===== src/rtl/sad_search_engine_if.sv =====
// Handshake and result bus between the memory stage and the SAD search engine.
// master: row-vector source / result consumer; slave: the engine itself.
// Widths follow the same parameters as the engine so both sides agree on SAD_W.
interface sad_search_engine_if #(
  parameter int PIX_W   = 8,
  parameter int LANES   = 4,
  parameter int ROWS    = 4,
  parameter int COORD_W = 6
);
  localparam int SAD_W = PIX_W + $clog2(LANES * ROWS);

  logic                     start;
  logic                     in_valid;
  logic                     in_ready;
  logic [LANES*PIX_W-1:0]   frame_vec;
  logic [LANES*PIX_W-1:0]   win_vec;
  logic [COORD_W-1:0]       in_x;
  logic [COORD_W-1:0]       in_y;
  logic                     in_last_cand;
  logic                     sad_valid;
  logic [SAD_W-1:0]         sad_value;
  logic [COORD_W-1:0]       sad_x;
  logic [COORD_W-1:0]       sad_y;
  logic [SAD_W-1:0]         min_sad;
  logic [COORD_W-1:0]       min_x;
  logic [COORD_W-1:0]       min_y;
  logic                     min_valid;
  logic                     search_done;
  logic                     busy;

  modport master (
    output start, in_valid, frame_vec, win_vec, in_x, in_y, in_last_cand,
    input  in_ready, sad_valid, sad_value, sad_x, sad_y,
           min_sad, min_x, min_y, min_valid, search_done, busy
  );

  modport slave (
    input  start, in_valid, frame_vec, win_vec, in_x, in_y, in_last_cand,
    output in_ready, sad_valid, sad_value, sad_x, sad_y,
           min_sad, min_x, min_y, min_valid, search_done, busy
  );
endinterface


===== src/rtl/sad_search_engine.sv =====
// Pipelined block-match SAD engine: per-candidate SAD stream plus running minimum and its (X,Y).
// Latency: SAD out 2 cycles after the last-row beat; minimum updated one cycle later.
// Backpressure: in_ready is high only in RUN; no stalls inside RUN, beats may arrive at full rate.
module sad_search_engine #(
  parameter int PIX_W   = 8,
  parameter int LANES   = 4,
  parameter int ROWS    = 4,
  parameter int COORD_W = 6
) (
  input logic                clk,
  input logic                rst,
  sad_search_engine_if.slave bus
);
  localparam int SAD_W = PIX_W + $clog2(LANES * ROWS);
  localparam int ROW_W = (ROWS > 1) ? $clog2(ROWS) : 1;
  localparam logic [ROW_W-1:0] LAST_ROW = ROW_W'(ROWS - 1);

  typedef enum logic [1:0] {IDLE, RUN, DRAIN, DONE} state_t;

  state_t             state;
  state_t             state_nxt;
  logic [1:0]         drain_cnt;
  logic [ROW_W-1:0]   row_cnt;
  logic               accept;
  logic               row_last;
  logic               row_first;
  logic               start_ok;

  // stage 1: per-lane absolute differences
  logic [PIX_W-1:0]   lane_diff [LANES];
  logic [PIX_W-1:0]   s1_diff   [LANES];
  logic               s1_valid;
  logic               s1_first;
  logic               s1_last;
  logic [COORD_W-1:0] s1_x;
  logic [COORD_W-1:0] s1_y;

  // stage 2: row sum accumulation
  logic [SAD_W-1:0]   lane_sum;
  logic [SAD_W-1:0]   acc;
  logic               s2_last;
  logic [COORD_W-1:0] s2_x;
  logic [COORD_W-1:0] s2_y;

  assign start_ok  = (state == IDLE) && bus.start;
  assign accept    = (state == RUN) && bus.in_valid;
  assign row_last  = (row_cnt == LAST_ROW);
  assign row_first = (row_cnt == '0);

  assign bus.in_ready    = (state == RUN);
  assign bus.busy        = (state != IDLE);
  assign bus.search_done = (state == DONE);

  // FSM state register
  always_ff @(posedge clk or posedge rst) begin
    if (rst) state <= IDLE;
    else     state <= state_nxt;
  end

  // FSM next-state: the final candidate's last row closes the search
  always_comb begin
    state_nxt = state;
    case (state)
      IDLE:    if (bus.start) state_nxt = RUN;
      RUN:     if (accept && row_last && bus.in_last_cand) state_nxt = DRAIN;
      DRAIN:   if (drain_cnt == 2'd2) state_nxt = DONE;
      DONE:    state_nxt = IDLE;
      default: state_nxt = IDLE;
    endcase
  end

  // drain timer: 3 cycles lets the last SAD reach the minimum registers before done
  always_ff @(posedge clk or posedge rst) begin
    if (rst)                 drain_cnt <= '0;
    else if (state != DRAIN) drain_cnt <= '0;
    else                     drain_cnt <= drain_cnt + 2'd1;
  end

  // row counter: advances per accepted beat, wraps at the block height
  always_ff @(posedge clk or posedge rst) begin
    if (rst)           row_cnt <= '0;
    else if (start_ok) row_cnt <= '0;
    else if (accept)   row_cnt <= row_last ? '0 : row_cnt + ROW_W'(1);
  end

  // unsigned |frame - window| per lane
  always_comb begin
    for (int i = 0; i < LANES; i++) begin
      lane_diff[i] = (bus.frame_vec[i*PIX_W +: PIX_W] >= bus.win_vec[i*PIX_W +: PIX_W])
                   ? bus.frame_vec[i*PIX_W +: PIX_W] - bus.win_vec[i*PIX_W +: PIX_W]
                   : bus.win_vec[i*PIX_W +: PIX_W] - bus.frame_vec[i*PIX_W +: PIX_W];
    end
  end

  // stage 1 registers; coordinates are captured on row 0 only
  always_ff @(posedge clk or posedge rst) begin
    if (rst) begin
      for (int i = 0; i < LANES; i++) s1_diff[i] <= '0;
      s1_valid <= 1'b0;
      s1_first <= 1'b0;
      s1_last  <= 1'b0;
      s1_x     <= '0;
      s1_y     <= '0;
    end else begin
      s1_valid <= accept;
      if (accept) begin
        for (int i = 0; i < LANES; i++) s1_diff[i] <= lane_diff[i];
        s1_first <= row_first;
        s1_last  <= row_last;
        if (row_first) begin
          s1_x <= bus.in_x;
          s1_y <= bus.in_y;
        end
      end
    end
  end

  // sum of the lane differences for the row held in stage 1
  always_comb begin
    lane_sum = '0;
    for (int i = 0; i < LANES; i++) lane_sum = lane_sum + SAD_W'(s1_diff[i]);
  end

  // stage 2: row 0 loads the accumulator so candidates never bleed into each other
  always_ff @(posedge clk or posedge rst) begin
    if (rst) begin
      acc     <= '0;
      s2_last <= 1'b0;
      s2_x    <= '0;
      s2_y    <= '0;
    end else begin
      s2_last <= s1_valid && s1_last;
      if (start_ok) begin
        acc <= '0;
      end else if (s1_valid) begin
        acc <= s1_first ? lane_sum : acc + lane_sum;
        if (s1_first) begin
          s2_x <= s1_x;
          s2_y <= s1_y;
        end
      end
    end
  end

  // result stage: one pulse per completed candidate
  always_ff @(posedge clk or posedge rst) begin
    if (rst) begin
      bus.sad_valid <= 1'b0;
      bus.sad_value <= '0;
      bus.sad_x     <= '0;
      bus.sad_y     <= '0;
    end else begin
      bus.sad_valid <= s2_last;
      if (s2_last) begin
        bus.sad_value <= acc;
        bus.sad_x     <= s2_x;
        bus.sad_y     <= s2_y;
      end
    end
  end

  // running minimum; strict compare so ties keep the earlier candidate
  always_ff @(posedge clk or posedge rst) begin
    if (rst) begin
      bus.min_sad   <= '1;
      bus.min_x     <= '0;
      bus.min_y     <= '0;
      bus.min_valid <= 1'b0;
    end else if (start_ok) begin
      bus.min_sad   <= '1;
      bus.min_x     <= '0;
      bus.min_y     <= '0;
      bus.min_valid <= 1'b0;
    end else if (bus.sad_valid && (!bus.min_valid || bus.sad_value < bus.min_sad)) begin
      bus.min_sad   <= bus.sad_value;
      bus.min_x     <= bus.sad_x;
      bus.min_y     <= bus.sad_y;
      bus.min_valid <= 1'b1;
    end
  end
endmodule


===== src/flat_wrapper.sv =====
// flat-port wrapper written by rule: the top's interface ports become plain ports
module sad_search_engine_flat 
#(
  parameter int PIX_W   = 8,
  parameter int LANES   = 4,
  parameter int ROWS    = 4,
  parameter int COORD_W = 6
)
  (clk, rst, bus_start, bus_in_valid, bus_frame_vec, bus_win_vec, bus_in_x, bus_in_y, bus_in_last_cand, bus_in_ready, bus_sad_valid, bus_sad_value, bus_sad_x, bus_sad_y, bus_min_sad, bus_min_x, bus_min_y, bus_min_valid, bus_search_done, bus_busy);
  sad_search_engine_if #(.PIX_W(PIX_W), .LANES(LANES), .ROWS(ROWS), .COORD_W(COORD_W)) bus_i ();
  input logic clk;
  input logic rst;
  input wire logic [$bits(bus_i.start)-1:0] bus_start;
  input wire logic [$bits(bus_i.in_valid)-1:0] bus_in_valid;
  input wire logic [$bits(bus_i.frame_vec)-1:0] bus_frame_vec;
  input wire logic [$bits(bus_i.win_vec)-1:0] bus_win_vec;
  input wire logic [$bits(bus_i.in_x)-1:0] bus_in_x;
  input wire logic [$bits(bus_i.in_y)-1:0] bus_in_y;
  input wire logic [$bits(bus_i.in_last_cand)-1:0] bus_in_last_cand;
  output wire logic [$bits(bus_i.in_ready)-1:0] bus_in_ready;
  output wire logic [$bits(bus_i.sad_valid)-1:0] bus_sad_valid;
  output wire logic [$bits(bus_i.sad_value)-1:0] bus_sad_value;
  output wire logic [$bits(bus_i.sad_x)-1:0] bus_sad_x;
  output wire logic [$bits(bus_i.sad_y)-1:0] bus_sad_y;
  output wire logic [$bits(bus_i.min_sad)-1:0] bus_min_sad;
  output wire logic [$bits(bus_i.min_x)-1:0] bus_min_x;
  output wire logic [$bits(bus_i.min_y)-1:0] bus_min_y;
  output wire logic [$bits(bus_i.min_valid)-1:0] bus_min_valid;
  output wire logic [$bits(bus_i.search_done)-1:0] bus_search_done;
  output wire logic [$bits(bus_i.busy)-1:0] bus_busy;
  assign bus_i.start = bus_start;
  assign bus_i.in_valid = bus_in_valid;
  assign bus_i.frame_vec = bus_frame_vec;
  assign bus_i.win_vec = bus_win_vec;
  assign bus_i.in_x = bus_in_x;
  assign bus_i.in_y = bus_in_y;
  assign bus_i.in_last_cand = bus_in_last_cand;
  assign bus_in_ready = bus_i.in_ready;
  assign bus_sad_valid = bus_i.sad_valid;
  assign bus_sad_value = bus_i.sad_value;
  assign bus_sad_x = bus_i.sad_x;
  assign bus_sad_y = bus_i.sad_y;
  assign bus_min_sad = bus_i.min_sad;
  assign bus_min_x = bus_i.min_x;
  assign bus_min_y = bus_i.min_y;
  assign bus_min_valid = bus_i.min_valid;
  assign bus_search_done = bus_i.search_done;
  assign bus_busy = bus_i.busy;
  sad_search_engine #(.PIX_W(PIX_W), .LANES(LANES), .ROWS(ROWS), .COORD_W(COORD_W)) u_core (.clk(clk), .rst(rst), .bus(bus_i));
endmodule

===== config.mk =====
export PLATFORM = sky130hd
export DESIGN_NAME = sad_search_engine_flat
export DESIGN_NICKNAME = d
export VERILOG_FILES = /design/src/rtl/sad_search_engine_if.sv /design/src/rtl/sad_search_engine.sv /design/src/flat_wrapper.sv
export SDC_FILE = /design/constraint.sdc
export NUM_CORES = 1
export LEC_CHECK = 0
export CORE_MARGIN = 2
export CORE_UTILIZATION = 51
export DETAILED_ROUTE_END_ITERATION = 10
export PLACE_DENSITY = 0.83
export SLEW_MARGIN = 5
export SYNTH_ARGS = -nofsm -noshare
export SYNTH_HDL_FRONTEND = slang
export SYNTH_SLANG_ARGS = --single-unit
export TNS_END_PERCENT = 5

===== constraint.sdc =====
create_clock -name clk -period 4.8 [get_ports clk]
set_input_delay 1.2 -clock clk [delete_from_list [all_inputs] [get_ports clk]]
set_output_delay 1.2 -clock clk [all_outputs]
set_load 0.01 [all_outputs]

==> results of run 1 <==
kinds of logic after synthesis:
| group | count (synthesis) | share of synthesized area (%) |
|---|---|---|
| AOI/OAI and AO/OA | 322 | 22.13 |
| buffers and inverters | 190 | 7.916 |
| muxes | 51 | 5.615 |
| DFF | 128 | 32.52 |
| xor gates and xnor gates | 26 | 2.301 |
| and+or+nand+nor | 244 | 12.39 |
| adders and majority gates | 124 | 17.12 |
state kept, by name (all words and copies together), names as in the netlist:
name,flops
u_core.state,2
u_core.bus.min_valid,1
u_core.drain_cnt,2
u_core.s1_valid,1
u_core.bus.min_x,6
u_core.s2_last,1
u_core.bus.sad_value,12
u_core.s1_diff,32
u_core.bus.min_y,6
u_core.s1_last,1
u_core.s1_first,1
u_core.s1_x,6
u_core.row_cnt,2
u_core.acc,12
u_core.s2_y,6
u_core.bus.min_sad,12
u_core.s1_y,6
u_core.s2_x,6
u_core.bus.sad_valid,1
u_core.bus.sad_y,6
u_core.bus.sad_x,6
timing repair:
item,in CTS,in global routing
setup endpoints to repair,0,4
gates resized for setup,0,9
hold endpoints to repair,0,0
worst max-delay path, cell delays in order (launching register included):
cell	delay, ns
dfrtp_1	0.38
ha_1	0.31
a21o_1	0.17
a21oi_1	0.21
o21ai_0	0.17
a21oi_1	0.27
xor2_1	0.13
fa_1	0.49
inv_1	0.04
ha_1	0.33
a21boi_2	0.20
o311a_4	0.35
a21oi_2	0.11
ha_2	0.32
a21o_1	0.22
or3_1	0.33
nor3_2	0.21
o21ai_1	0.11
a2bb2oi_1	0.15
worst max-delay path by stage:
stage | from | end | slack, ns | depth (start not counted)
after floorplan | rst | u_core.acc[0] | 0.21 | 1
after detailed placement | u_core.s1_diff[16] | u_core.acc[10] | 0.20 | 21
after global placement | u_core.s1_diff[16] | u_core.acc[10] | 0.38 | 21
after CTS | u_core.s1_diff[16] | u_core.acc[10] | 0.12 | 21
final | u_core.s1_diff[17] | u_core.acc[10] | 0.20 | 18
after global routing | u_core.s1_diff[16] | u_core.acc[10] | 0.02 | 21
placed cells by master, fill, tap and decap left out, drive strengths merged, types with 5 or more instances in the layout:
cell type and count:
clkdlybuf4s50 133, fa 19, dfstp 12, nor2 40
buf 9, nor3 28, o21a 7, nand4 8
nand2b 5, o21ai 91, a21oi 91, a31o 5
nand3b 8, clkbuf 18, a221oi 12, a21o 25
nor2b 13, inv 145, nand2 87, a311oi 14
mux2i 15, or3 15, o211ai 8, dfrtp 116
clkinv 6, a221o 22, nand3 12, and3 8
mux2 36, ha 105, and2 6, a31oi 16
xnor2 13, xor2 13
power breakdown:
| part | switching, mW | leakage (nW) | total (mW) | internal, mW |
|---|---|---|---|---|
| Clock | 0.496 | 0.284 | 1.28 | 0.783 |
| Combinational | 3.46 | 3.80 | 6.30 | 2.84 |
| Sequential | 0.295 | 1.63 | 1.77 | 1.47 |
layer usage:
layer  track usage, %  vias to the layer above  share of wire [%]
met5                0                        -                  0
met4            8.462                        0                2.7
met3            3.722                       65                4.5
met2            40.22                      272                 50
met1            27.17                     3948                 43
li1                 -                     4072                  -
cell type report:
class / count / area, um2
multi-input cells: 767 / 5941
repair buffers: 142 / 1399
clock buffers: 18 / 439.2
fillers: 1539 / 6882
clock inverters: 14 / 153.9
inverters: 142 / 535.5
flip-flops and latches: 128 / 3218
well taps: 260 / 325.3
per-stage QoR:
stage	std cells	cell area (um2)	hold slack [ns]	util [%]	power, mW
finish	1471	12010	0.4238	63.58	9.350
detailed placement	1439	11380	0.4252	60.23	7.693
global route	1471	12010	0.4421	63.58	10.28
global placement	1439	11380	0.4166	60.23	7.339
floorplan	1085	9894	0.3519	-	6.334
CTS	1471	11970	0.4324	63.37	9.072
==> impl_metrics.json, run 1 <==
{
  "die_h_um": 143.3,
  "yosysSeqAreaShare_pct": 32.52,
  "crit_type": "register to register",
  "hpwl_um": 16860,
  "post_cts.repair.setup_buffers": 0,
  "track_usage_pct": 22.49,
  "setup_slack_ns": 0.1996,
  "ctsHoldBuffers": 0,
  "fin_skew_ns": 0.007935,
  "p_leak_nw": 5.708,
  "async_flop_share_pct": 100.0,
  "cp-start-kind": "register",
  "yosys.area.top_type": "dfrtp_1",
  "synth_most_common_cell": "inv_1",
  "yosys-top-cells-area": "dfrtp_1 (29%), ha_1 (13%), inv_1 (5.3%)",
  "rsz0062_at_grt": "no",
  "cts_root_buf": "clkbuf_16",
  "cp.arrival_ns": 4.95,
  "die_area_um2": 20530,
  "worstMarginPinSlew_ns": 1.127,
  "ios": 134,
  "cts_buffers": 17,
  "powerDensity_nw_per_um2": 778.4,
  "required_ns": 5.15,
  "hold_end": "u_core.drain_cnt[0]",
  "min_period_over_period_pct": 95.84,
  "fmax_mhz": 217.4,
  "n_antenna_cell": 0,
  "period_needed_ns": 4.600,
  "critPathMaxFanout": 6,
  "vias": 8357,
  "reg2reg_depth": 18,
  "overflow": 0,
  "remaining_drc_errors": 0,
  "grt_pass1_wl_um": 37790,
  "cts_num_sinks": 128,
  "rrSetupSlack_ns": 0.20,
  "ys_types": 79,
  "cap_violations": 0,
  "synth_edf_count": 0,
  "syn_inst": 1085,
  "hp-class": "register to register",
  "clk_pin_slew_ns": 0.06,
  "io_buffers": 133,
  "yosys-top-cells-count": "inv_1 (141), dfrtp_1 (116), ha_1 (105), a21oi_1 (88), nand2_1 (87)",
  "status": "finished, final reports clean",
  "final_layout_size_suffix_gt1_share_pct": 10.49,
  "yosys_warnings": 0,
  "synth_flop_cell": "dfrtp_1",
  "place_ws_ns": 0.1993,
  "cts-htree-levels": 4,
  "timing.final.max_slew_violations": 0,
  "whs_path_depth": 1,
  "clk_latency_ns": 0.42,
  "setup-tns-final_ns": 0,
  "dieWidth_um": 143.3,
  "drt_wl_total_um": 22190,
  "dr.pass1.iters": 5,
  "vdd_drop_max_uv": 879.4,
  "reg2reg_to": "u_core.acc[10]",
  "synth_area_per_cell_um2": 9.119,
  "start_util_pct": 52.37,
  "core_area_um2": 18890,
  "setup_viol_count_final": 0,
  "syn_nets": 1290,
  "antenna_found_initial": 0,
  "grt_max_degree": 42,
  "cts_tree": "yes",
  "place.gp.congestion": 0.9124,
  "area_delta_synth_final_pct": 21.40,
  "drt_iter0_markers": 513,
  "vias_per_cell": 5.681,
  "worstHoldStart": "u_core.drain_cnt[0]",
  "core.rowCount": 50,
  "antenna_left": 0,
  "synth_top_area_share_pct": 29.34,
  "wl_per_cell_um": 15.08,
  "cp-end-kind": "register",
  "nets": 1403,
  "ys_ff_latch": 128,
  "worstReg2RegStart": "u_core.s1_diff[17]",
  "clk_path_buf_depth": 2,
  "slew_headroom_pct": 24.86,
  "hold_violations": 0,
  "syn_area_um2": 9894,
  "grt_pass1_vias": 8281
}
Note: power is estimated with default switching activity, not from simulation.
==> inputs of run 2 (changes only) <==
--- a/config.mk
+++ b/config.mk
@@ -7,3 +7,2 @@
 export LEC_CHECK = 0
-export CORE_MARGIN = 2
 export CORE_UTILIZATION = 51
==> constraint.sdc (replaced) <==
create_clock -name clk -period 3.75 [get_ports clk]
set_input_delay 0.375 -clock clk [delete_from_list [all_inputs] [get_ports clk]]
set_output_delay 0.375 -clock clk [all_outputs]
set_load 0.01 [all_outputs]
==> impl_metrics.json, run 2 (synthesis gave the netlist of run 1 again) <==
{
  "layout.cells.non_filler": 1516,
  "dr.pass1.iters": 5,
  "min_period_over_period_pct": 113.0,
  "core.rowCount": 50,
  "violations": "setup timing",
  "critPathTopFamily": "compound AO/OA/AOI/OAI gates",
  "antenna_found_initial": 0,
  "required_ns": 4.04,
  "setup-tns-final_ns": -2.355,
  "cp-end-kind": "register",
  "status": "finished with violations",
  "clk_pin_slew_ns": 0.06,
  "final_layout_size_suffix_gt1_share_pct": 15.37,
  "place.gp.congestion": 0.8965,
  "nets": 1448,
  "crit_top_cell": "a21oi_2",
  "start_util_pct": 52.54,
  "grt_max_degree": 67,
  "hp-class": "register to register",
  "worstMarginPinSlew_ns": 1.037,
  "critPathMaxFanout": 6,
  "grt_pass1_wl_um": 37920,
  "die_area_um2": 19960,
  "cap_violations": 0,
  "setup_slack_ns": -0.4874,
  "ctsHoldBuffers": 0,
  "hold_violations": 0,
  "n_antenna_cell": 0,
  "timing.final.max_slew_violations": 0,
  "vdd_drop_max_uv": 1272,
  "cts-htree-levels": 4,
  "overflow": 0,
  "clk_path_buf_depth": 2,
  "io_buffers": 133,
  "setup_viol_count_final": 7,
  "cts_tree": "yes",
  "die_h_um": 141.3,
  "crit_chain": "ha_1, a21o_1, a21oi_2, o21ai_1, a21oi_2, xor2_1, fa_1, inv_1, ha_1, buf_4, nand2_1, o21ai_0, o41ai_2, xnor2_1, ha_2, a21oi_2, o22ai_2, o2111ai_2, o211ai_1",
  "track_usage_pct": 23.34,
  "worst-path-buf-inv": 2,
  "mostFrequentLayoutCells": "inv_1 (137), clkdlybuf4s50_1 (133), dfrtp_1 (116)",
  "ios": 134,
  "clk_latency_ns": 0.43,
  "cp.arrival_ns": 4.53,
  "slew_headroom_pct": 30.89,
  "wl_per_cell_um": 14.63,
  "vias_per_cell": 5.647,
  "slowest_delay_ns": 0.43,
  "drt_wl_total_um": 22170,
  "cp_slowest_cell": "fa_1",
  "cts_num_sinks": 128,
  "layout_commonest_cell": "inv_1",
  "hold_slack_ns": 0.4249,
  "cts_buffers": 17,
  "drt_iter0_markers": 424,
  "cp-start-kind": "register",
  "period_needed_ns": 4.237,
  "core_area_um2": 18830,
  "fin_skew_ns": 0.008720,
  "rsz0062_at_grt": "yes",
  "vias": 8561,
  "remaining_drc_errors": 0,
  "place_ws_ns": -0.5050,
  "fmax_mhz": 236.0,
  "area_delta_synth_final_pct": 25.70,
  "hpwl_um": 16470,
  "largest_reg_flops": 32,
  "dp_cells": 1477,
  "powerDensity_nw_per_um2": 1202,
  "antenna_left": 0,
  "grt_pass1_vias": 8254,
  "cts_root_buf": "clkbuf_16",
  "p_leak_nw": 5.939,
  "regMostFlops": "u_core.s1_diff",
  "dieWidth_um": 141.3,
  "crit_type": "register to register"
}
run 2: cell types whose count changed in the layout (fill, tap and decap cells not counted), moves of 4 or more:
cell and delta:
a21oi_1 -6, o21ai_0 -4, a21oi_2 +6, buf_4 +44
run 2: report_power, final:
part	switching [mW]	internal (mW)
Combinational	5.23	5.86
Clock	0.668	0.933
Sequential	0.380	1.88
run 2: what timing repair did:
action                     in CTS  in global routing
gates resized for setup         9                 10
setup endpoints to repair       7                  9
setup buffers                   6                  1
gates cloned                    0                  0
pin swaps                      15                  7
run 2: metal layers:
| layer | up-vias | part of all wire (%) | global-route usage [%] |
|---|---|---|---|
| met5 | - | 0 | 0 |
| met2 | 263 | 51 | 41.71 |
| li1 | 4168 | - | - |
| met3 | 39 | 4.3 | 3.915 |
| met4 | 0 | 1.9 | 7.895 |
| met1 | 4091 | 43 | 28.46 |
run 2: layout make-up:
cell class                      instances  area, um2
Sequential cell                       128       3218
Tap cell                              260      325.3
Multi-Input combinational cell        767       6035
Timing Repair Buffer                  187       1749
Fill cell                            1481       6394
Clock inverter                         14      145.1
Inverter                              142      535.5
Clock buffer                           18      429.2
run 2: metrics by stage:
step | utilization, % | power, mW | cell area (um2)
after floorplan | - | 8.477 | 9946
after global placement | 62.29 | 11.58 | 11730
after detailed placement | 62.29 | 11.98 | 11730
after CTS | 65.75 | 14.29 | 12380
after global routing | 66.05 | 16.32 | 12440
final | 66.05 | 14.95 | 12440
run 2: worst paths after layout:
check / start / end / slack [ns] / cells past startpoint
worst max-delay path: u_core.s1_diff[17] / u_core.acc[11] / -0.49 / 19
worst min-delay path: u_core.drain_cnt[0] / u_core.drain_cnt[0] / 0.42 / 1
worst max register to register: u_core.s1_diff[17] / u_core.acc[11] / -0.49 / 19
worst min register to register: u_core.drain_cnt[0] / u_core.drain_cnt[0] / 0.42 / 1
max in group asynchronous: rst / u_core.bus.min_sad[1] / 2.42 / 3
min in group asynchronous: rst / u_core.s1_x[3] / 0.47 / 2
